### config.mk
export PLATFORM = sky130hd
export DESIGN_NAME = encoded_grant_decoder
export DESIGN_NICKNAME = d
export VERILOG_FILES = /design/src/rtl/encoded_grant_decoder.sv
export SDC_FILE = /design/constraint.sdc
export NUM_CORES = 1
export LEC_CHECK = 0
export BUFFER_PORTS_ARGS = -buffer_cell sky130_fd_sc_hd__buf_2
export CORE_UTILIZATION = 55
export DETAILED_ROUTE_END_ITERATION = 10
export PLACE_DENSITY = 0.88
export SYNTH_ARGS = -nofsm -noshare
export SYNTH_HDL_FRONTEND = slang
export SYNTH_SLANG_ARGS = --single-unit
### constraint.sdc
create_clock -name clk -period 2.1 [get_ports clk]
set_input_delay 0.21 -clock clk [delete_from_list [all_inputs] [get_ports clk]]
set_output_delay 0.21 -clock clk [all_outputs]
set_load 0.02 [all_outputs]
### src/rtl/encoded_grant_decoder.sv
// Receive side of the priority-encoder link: expands a valid index into a
// registered one-hot grant held until ack or hold timeout, with one pending slot.
module encoded_grant_decoder #(
    parameter int CODE_W   = 2,
    parameter int HOLD_MAX = 15
) (
    input  logic                   clk,
    input  logic                   rst,
    input  logic [CODE_W-1:0]      code_in,
    input  logic                   code_valid,
    output logic                   code_ready,
    output logic [2**CODE_W-1:0]   grant,
    output logic                   grant_valid,
    input  logic                   ack,
    output logic                   timeout,
    output logic                   busy
);

    localparam int N     = 2 ** CODE_W;
    localparam int CNT_W = (HOLD_MAX > 0) ? $clog2(HOLD_MAX + 1) : 1;
    localparam logic [CNT_W-1:0] HOLD_C = CNT_W'(HOLD_MAX);

    typedef enum logic [1:0] {
        IDLE,
        GRANT,
        RECOVER
    } state_t;

    state_t              state_q;
    logic [N-1:0]        grant_q;
    logic                gv_q;
    logic                timeout_q;
    logic [CNT_W-1:0]    cnt_q;
    logic [CODE_W-1:0]   pend_q;
    logic                pend_v_q;

    logic                accept;
    logic                hold_expired;

    function automatic logic [N-1:0] onehot(input logic [CODE_W-1:0] idx);
        logic [N-1:0] v;
        v      = '0;
        v[idx] = 1'b1;
        return v;
    endfunction

    assign code_ready   = !rst && ((state_q == IDLE) || !pend_v_q);
    assign accept       = code_valid && code_ready;
    assign hold_expired = (HOLD_MAX != 0) && (cnt_q == HOLD_C);

    always_ff @(posedge clk) begin
        if (rst) begin
            state_q   <= IDLE;
            grant_q   <= '0;
            gv_q      <= 1'b0;
            timeout_q <= 1'b0;
            cnt_q     <= '0;
            pend_q    <= '0;
            pend_v_q  <= 1'b0;
        end else begin
            timeout_q <= 1'b0;
            unique case (state_q)
                IDLE: begin
                    if (accept) begin
                        grant_q <= onehot(code_in);
                        gv_q    <= 1'b1;
                        cnt_q   <= '0;
                        state_q <= GRANT;
                    end
                end
                GRANT: begin
                    if (ack) begin
                        // Pending slot wins over a same-cycle bypass; no gap cycle either way
                        if (pend_v_q) begin
                            grant_q  <= onehot(pend_q);
                            pend_v_q <= 1'b0;
                            cnt_q    <= '0;
                        end else if (accept) begin
                            grant_q <= onehot(code_in);
                            cnt_q   <= '0;
                        end else begin
                            grant_q <= '0;
                            gv_q    <= 1'b0;
                            state_q <= IDLE;
                        end
                    end else begin
                        if (accept) begin
                            pend_q   <= code_in;
                            pend_v_q <= 1'b1;
                        end
                        if (hold_expired) begin
                            timeout_q <= 1'b1;
                            grant_q   <= '0;
                            gv_q      <= 1'b0;
                            cnt_q     <= '0;
                            state_q   <= RECOVER;
                        end else if (cnt_q != HOLD_C) begin
                            cnt_q <= cnt_q + 1'b1;
                        end
                    end
                end
                RECOVER: begin
                    // A code taken during the dead cycle is granted on the way out
                    if (pend_v_q) begin
                        grant_q  <= onehot(pend_q);
                        gv_q     <= 1'b1;
                        pend_v_q <= 1'b0;
                        cnt_q    <= '0;
                        state_q  <= GRANT;
                    end else if (accept) begin
                        grant_q <= onehot(code_in);
                        gv_q    <= 1'b1;
                        cnt_q   <= '0;
                        state_q <= GRANT;
                    end else begin
                        state_q <= IDLE;
                    end
                end
                default: state_q <= IDLE;
            endcase
        end
    end

    assign grant       = grant_q;
    assign grant_valid = gv_q;
    assign timeout     = timeout_q;
    assign busy        = gv_q || pend_v_q;

endmodule

* After elaboration in Yosys (flattened, before gate mapping)
Cells that the tools add are included.
** Cells by class
- Muxes and demuxes :: 36
- Add/sub/neg operators :: 1
- Reductions and logical operators :: 18
- Eq/ne operators :: 10
- Order comparisons :: 4
- Bitwise logic cells :: 2
** Operator list (count)
- $mux W4 :: 11
- $pmux W4 S3 :: 2
- $mux W1 :: 13
- $ne A3 B3 Y1 const B :: 4
- $mux W2 :: 5
- $ne A4 B4 Y1 const B :: 2
- $reduce_and A4 Y1 :: 2
- $lt A2 B3 Y1 const B :: 2
- $pmux W2 S3 :: 1
- $reduce_and A2 Y1 :: 3
- $add A4 B1 Y4 const B :: 1
- $demux W1 S2 :: 2
- $eq A4 B4 Y1 const B :: 1
- $ge A2 B1 Y1 const B :: 2
- $logic_and A1 B1 Y1 :: 4
- $pmux W1 S3 :: 1
- $reduce_and A3 Y1 :: 1
- $reduce_bool A3 Y1 :: 1
- $reduce_or A3 Y1 :: 1
- $eq A2 B1 Y1 const B :: 1
- $eq A2 B2 Y1 const B :: 1
- $logic_not A1 Y1 :: 2
- $logic_not A2 Y1 :: 1
- $logic_or A1 B1 Y1 :: 2
- 4 further kinds :: 5
** Word-level totals
- Register bits after elaboration :: 15
- Output and inout bits :: 8
- Logic and storage cells :: 78
- Bits of input ports :: 6

* Longest topological paths before layout
- Depth in word-level cells :: 8
- Mapped depth :: 7
- Mapped depth without buffers :: 6

* Least setup slack after synthesis
OpenSTA, ideal clock, no wires.
- Kind :: register to register
- Start point :: register state_q[0]
- End point :: register grant_q[0] (netlist: grant[0])
- Path slack :: 0.459 ns
- Data arrival time :: 1.524 ns
- Cell stages (with the launch flop) :: 7
- Setup time :: 0.117 ns
- Required time :: 1.983 ns
- Path through :: dfxtp_1 > inv_1 > ha_1 > nand2_2 > and4_1 > a311o_1 > a22o_1
** Between the ends
- Cells in the longest elaborated chain, start to end :: 8
** RTL lines
- from (decl) :: line 29 : state_t state_q;
- from (signal assigned) :: line 53 : state_q <= IDLE;
- from (signal assigned) :: line 68 : state_q <= GRANT;
- from (signal assigned) :: line 84 : state_q <= IDLE;
- $logic_not A2 Y1 :: line 47, 62
- $logic_or A1 B1 Y1 :: line 47 : assign code_ready = !rst && ((state_q == IDLE) || !pend_v_q);
- $logic_and A1 B1 Y1 :: line 47
- $logic_and A1 B1 Y1 :: line 48 : assign accept = code_valid && code_ready;
- $mux W4 :: line 78 : end else if (accept) begin
- $mux W4 :: line 74 : if (pend_v_q) begin
- $mux W4 :: line 72 : if (ack) begin
- $pmux W4 S3 :: line 62 : unique case (state_q)
- to (signal assigned) :: line 65 : grant_q <= onehot(code_in);
- to (signal assigned) :: line 75 : grant_q <= onehot(pend_q);
- to (signal assigned) :: line 79 : grant_q <= onehot(code_in);
- to (decl) :: line 30 : logic [N-1:0] grant_q;
Several ways; a longest one is shown, not always the timed one.
A chain may end at the register's enable or synchronous reset.

* Worst setup path after layout
- Start point :: register state_q[1]
- End point :: register grant_q[0] (netlist: grant[0])
Same word-level chain as after synthesis.

==> parameters.txt <==
Parameter                              Value

Synthesis
  Count of yosys warnings during synthesis ... 0
  Total standard cell area after synthesis ... around 1000 um^2
  Share of the synthesized netlist area taken by xor and xnor gates ... 0%
  Share of async-settable or async-resettable flops after synthesis ... 0%
  Multiplexer fraction of the synthesized cell area ... between 1.5 and 2%
  Net count of the mapped netlist ... 131
  Post-synthesis average cell area ... 8.40 um^2
  Dominant combinational cell family by area after synthesis ... compound AO/OA/AOI/OAI gates
  List of most frequent post-synthesis cells ... 15 x sky130_fd_sc_hd__dfxtp_1, 11 x sky130_fd_sc_hd__a21oi_1, 10 x sky130_fd_sc_hd__nor2_1, 7 x sky130_fd_sc_hd__nand2_1, 6 x sky130_fd_sc_hd__o211ai_1
  Post-synth top area cell ... sky130_fd_sc_hd__dfxtp_1
  Post-synthesis simple-gate area fraction ... 28.7%
  Sequential cell area fraction in the yosys report ... 29.8%
  Post-synthesis compound-gate area fraction ... 29.3%
  Dominant synthesized flop cell ... sky130_fd_sc_hd__dfxtp_1
  Arithmetic-cell share of the synthesized area counting full adders, half adders and majority gates ... 6.20%
  Portion of synthesized cell area occupied by the leading cell type ... 29.8%
  Cells after synthesis ... 120
  Main area contributors after synthesis ... sky130_fd_sc_hd__dfxtp_1 30%, sky130_fd_sc_hd__ha_1 6.2%, sky130_fd_sc_hd__a21oi_1 5.5%
  Flip-flop and latch count after synthesis ... 15
  Library cell with the highest instance count after synthesis ... sky130_fd_sc_hd__dfxtp_1
  Number of enable flip-flop cells after synthesis ... 0
  Post-synth cell types ... 39

GRT
  Overall Global Routing Usage ... 25.9%
  Overflow left after global routing ... 0
  Number of global-route vias before repair ... 878
  Largest net degree at the start of global routing ... 17
  Number of antenna violations at the first check in global routing ... 0
  Wire length of the first global-routing pass ... 3830 um

STA
  Final-layout setup total negative slack ... 0 ns
  Setup violators final ... 0
  Setup repair after global routing missed its margin ... false
  Minimum hold slack ... 0.219 ns
  Max-slew violation total from the final report ... 0
  Final Worst Setup Slack ... 0.197 ns
  Clock skew after layout ... 0.00435 ns
  Total count of hold-check failures in the final report ... 0
  Clock period minus final worst setup slack ... ~1.9 ns
  Part of the cycle the worst path needs ... 90.6%
  Max Fclk ... 525 MHz
  Slew of the pin with the lowest slew margin ... 0.416 ns
  Worst slew margin relative to its limit ... 72.2%

Die
  Top-level port count ... 14
  Core Region ... about 1700 um^2
  Row count ... 15
  Die Outline Area ... 2010 um^2
  Starting utilization of the core area ... 58.4%
  Die H ... 44.8 um
  Horizontal extent of the die ... 44.8 um

Clock network
  Latest clock arrival within the worst-skew pair ... 0.29 ns
  Cts repair resizes ... 0
  Post-CTS setup repair buffer count ... 0
  Number of buffers created by CTS ... 3
  CTS tree ... built
  CTS H-tree depth ... 1
  Clock Pin Slew Worst Setup and Hold Paths ... 0.09 ns
  Clock tree root driver cell ... sky130_fd_sc_hd__clkbuf_4
  Total number of clock tree sinks ... 15
  Number of buffers inserted for hold repair after clock tree synthesis ... 0
  Max Buffers Root-to-Sink ... 2

Worst setup path
  CP delay by family, top ... compound AO/OA/AOI/OAI gates
  Signal arrival time at the worst endpoint ... 2.09 ns
  Critical path start-end classification ... flip-flop to flip-flop
  Critical path required time ... 2.29 ns
  Worst setup EP type ... flip-flop
  Critical-path cell list ... inv_1 -> ha_1 -> nand2_2 -> and4_1 -> a311o_1 -> a22o_1
  Crit-path slowest cell ... sky130_fd_sc_hd__dfxtp_1
  Nature of the critical path startpoint ... flip-flop
  Number of buffer and inverter instances along the worst setup path ... 1
  Largest fanout on the critical path ... 10
  Maximum cell stage delay along the critical path ... 0.41 ns

Cells and area
  Number of non-filler instances in the completed layout ... 158
  Area Growth Syn to Fin ... 10.7%
  Core occupancy in the finished layout ... 64.6%
  ANT cells ... 0
  Filler cells ... 153
  Final design area excluding fillers ... roughly 1100 um^2
  Fraction of final layout cells sized beyond drive strength 1 ... 18.0%
  Sequential cell area ... about 300 um^2
  Number of nets in the finished design ... 145
  Combined area of the multi-input logic cells ... ~670 um^2

Power and ir drop
  Switching share of total power ... 38.7%
  Cell internal pwr ... 0.511 mW
  Leakage power of the design ... 0.420 nW
  Max IR drop VDD ... 558 uV
  Total power after layout ... around 0.83 mW
  Sequential group share of total power ... 39.3%
  Combinational Power Share ... ~41%
  Pwr Density ... approximately 750 nW/um^2
  Reported net switching power ... 0.322 mW
  Clock group share of total power ... 20.0%

Place
  Number of instances in the placed design ... roughly 150
  Cell area reported after detailed placement ... approximately 1100 um^2
  Routability congestion estimate from global placement ... between 0.8 and 0.9
  Half-perimeter wire length after detailed placement ... 1740 um
  Worst setup slack before clock tree synthesis ... 0.225 ns
  Quantity of I/O buffers inserted on ports ... 13

Run
  Max-capacitance violation count ... 0

Detailed routing
  Total detailed-routing wirelength ... 2420 um
  Via Count ... 1001
  Via density per instance ... about 6.3
  Number of routed nets with antenna violations ... 0
  Detailed router's first-iteration violation count ... 38
  Number of DRC violations after detailed routing ... 0
  Number of optimization iterations in the first detailed-route pass ... 4
  WL/cell ... 15.3 um

Min path
  Type of the tightest min-delay check ... input pin to flip-flop

Run status
  Status ... finished clean
==> placed cells by master, fill, tap and decap left out, types with 5 or more instances in the layout <==
cell / count
sky130_fd_sc_hd__nor2_1: 10
sky130_fd_sc_hd__o21ai_0: 5
sky130_fd_sc_hd__ha_1: 5
sky130_fd_sc_hd__nand2_1: 7
sky130_fd_sc_hd__a21oi_1: 11
sky130_fd_sc_hd__buf_2: 13
sky130_fd_sc_hd__dfxtp_1: 15
sky130_fd_sc_hd__o211ai_1: 6
==> path summary, 6_finish.rpt <==
kind / end / slack (ns) / cells past startpoint / startpoint
worst max register to register: grant[0] / 0.20 / 6 / state_q[1]
worst min register to register: timeout / 0.51 / 2 / cnt_q[2]
worst min-delay path: pend_q[0] / 0.22 / 3 / code_in[0]
worst max-delay path: grant[0] / 0.20 / 6 / state_q[1]
==> power by group through the flow <==
stage                     clock, mW  combinational (mW)  sequential, mW
after floorplan                   0               0.244           0.338
after global placement            0               0.322           0.330
after detailed placement          0               0.329           0.334
after CTS                     0.167               0.332           0.326
after global routing          0.187               0.372           0.329
final                         0.166               0.339           0.327
==> metal layers <==
metal	share of wire (%)	vias up	track usage, %
met5	0	-	0
met4	2.8	0	12.1
met3	6.5	9	4.00
met2	45	43	41.2
met1	45	464	34.3
li1	-	485	-
==> layout make-up <==
class | count | area share (%)
flip-flops and latches | 15 | 26.9
inverters | 3 | 1.01
well taps | 25 | 2.80
multi-input cells | 96 | 59.8
clock buffers | 4 | 2.35
repair buffers | 15 | 7.17
==> logic make-up after synthesis <==
logic type	after synthesis
mux	2
simple gates	50
compound gates	39
buf+inv	9
flops	15
fa+ha+maj	5
==> sequential cells by signal, indices dropped and copies added (netlist names) <==
signal and flops:
pend_v_q 1, cnt_q 4, state_q 2, grant 4
grant_valid 1, pend_q 2, timeout 1
==> worst reg2reg max path, delay by kind of cell, from the launching register on <==
family | cells | cell delay (ns)
DFF | 1 | 0.41
and+or+nand+nor | 2 | 0.41
buffers and inverters | 1 | 0.09
AOI/OAI and AO/OA | 2 | 0.50
adders and majority gates | 1 | 0.40
Power figures use the tool's default switching activity.
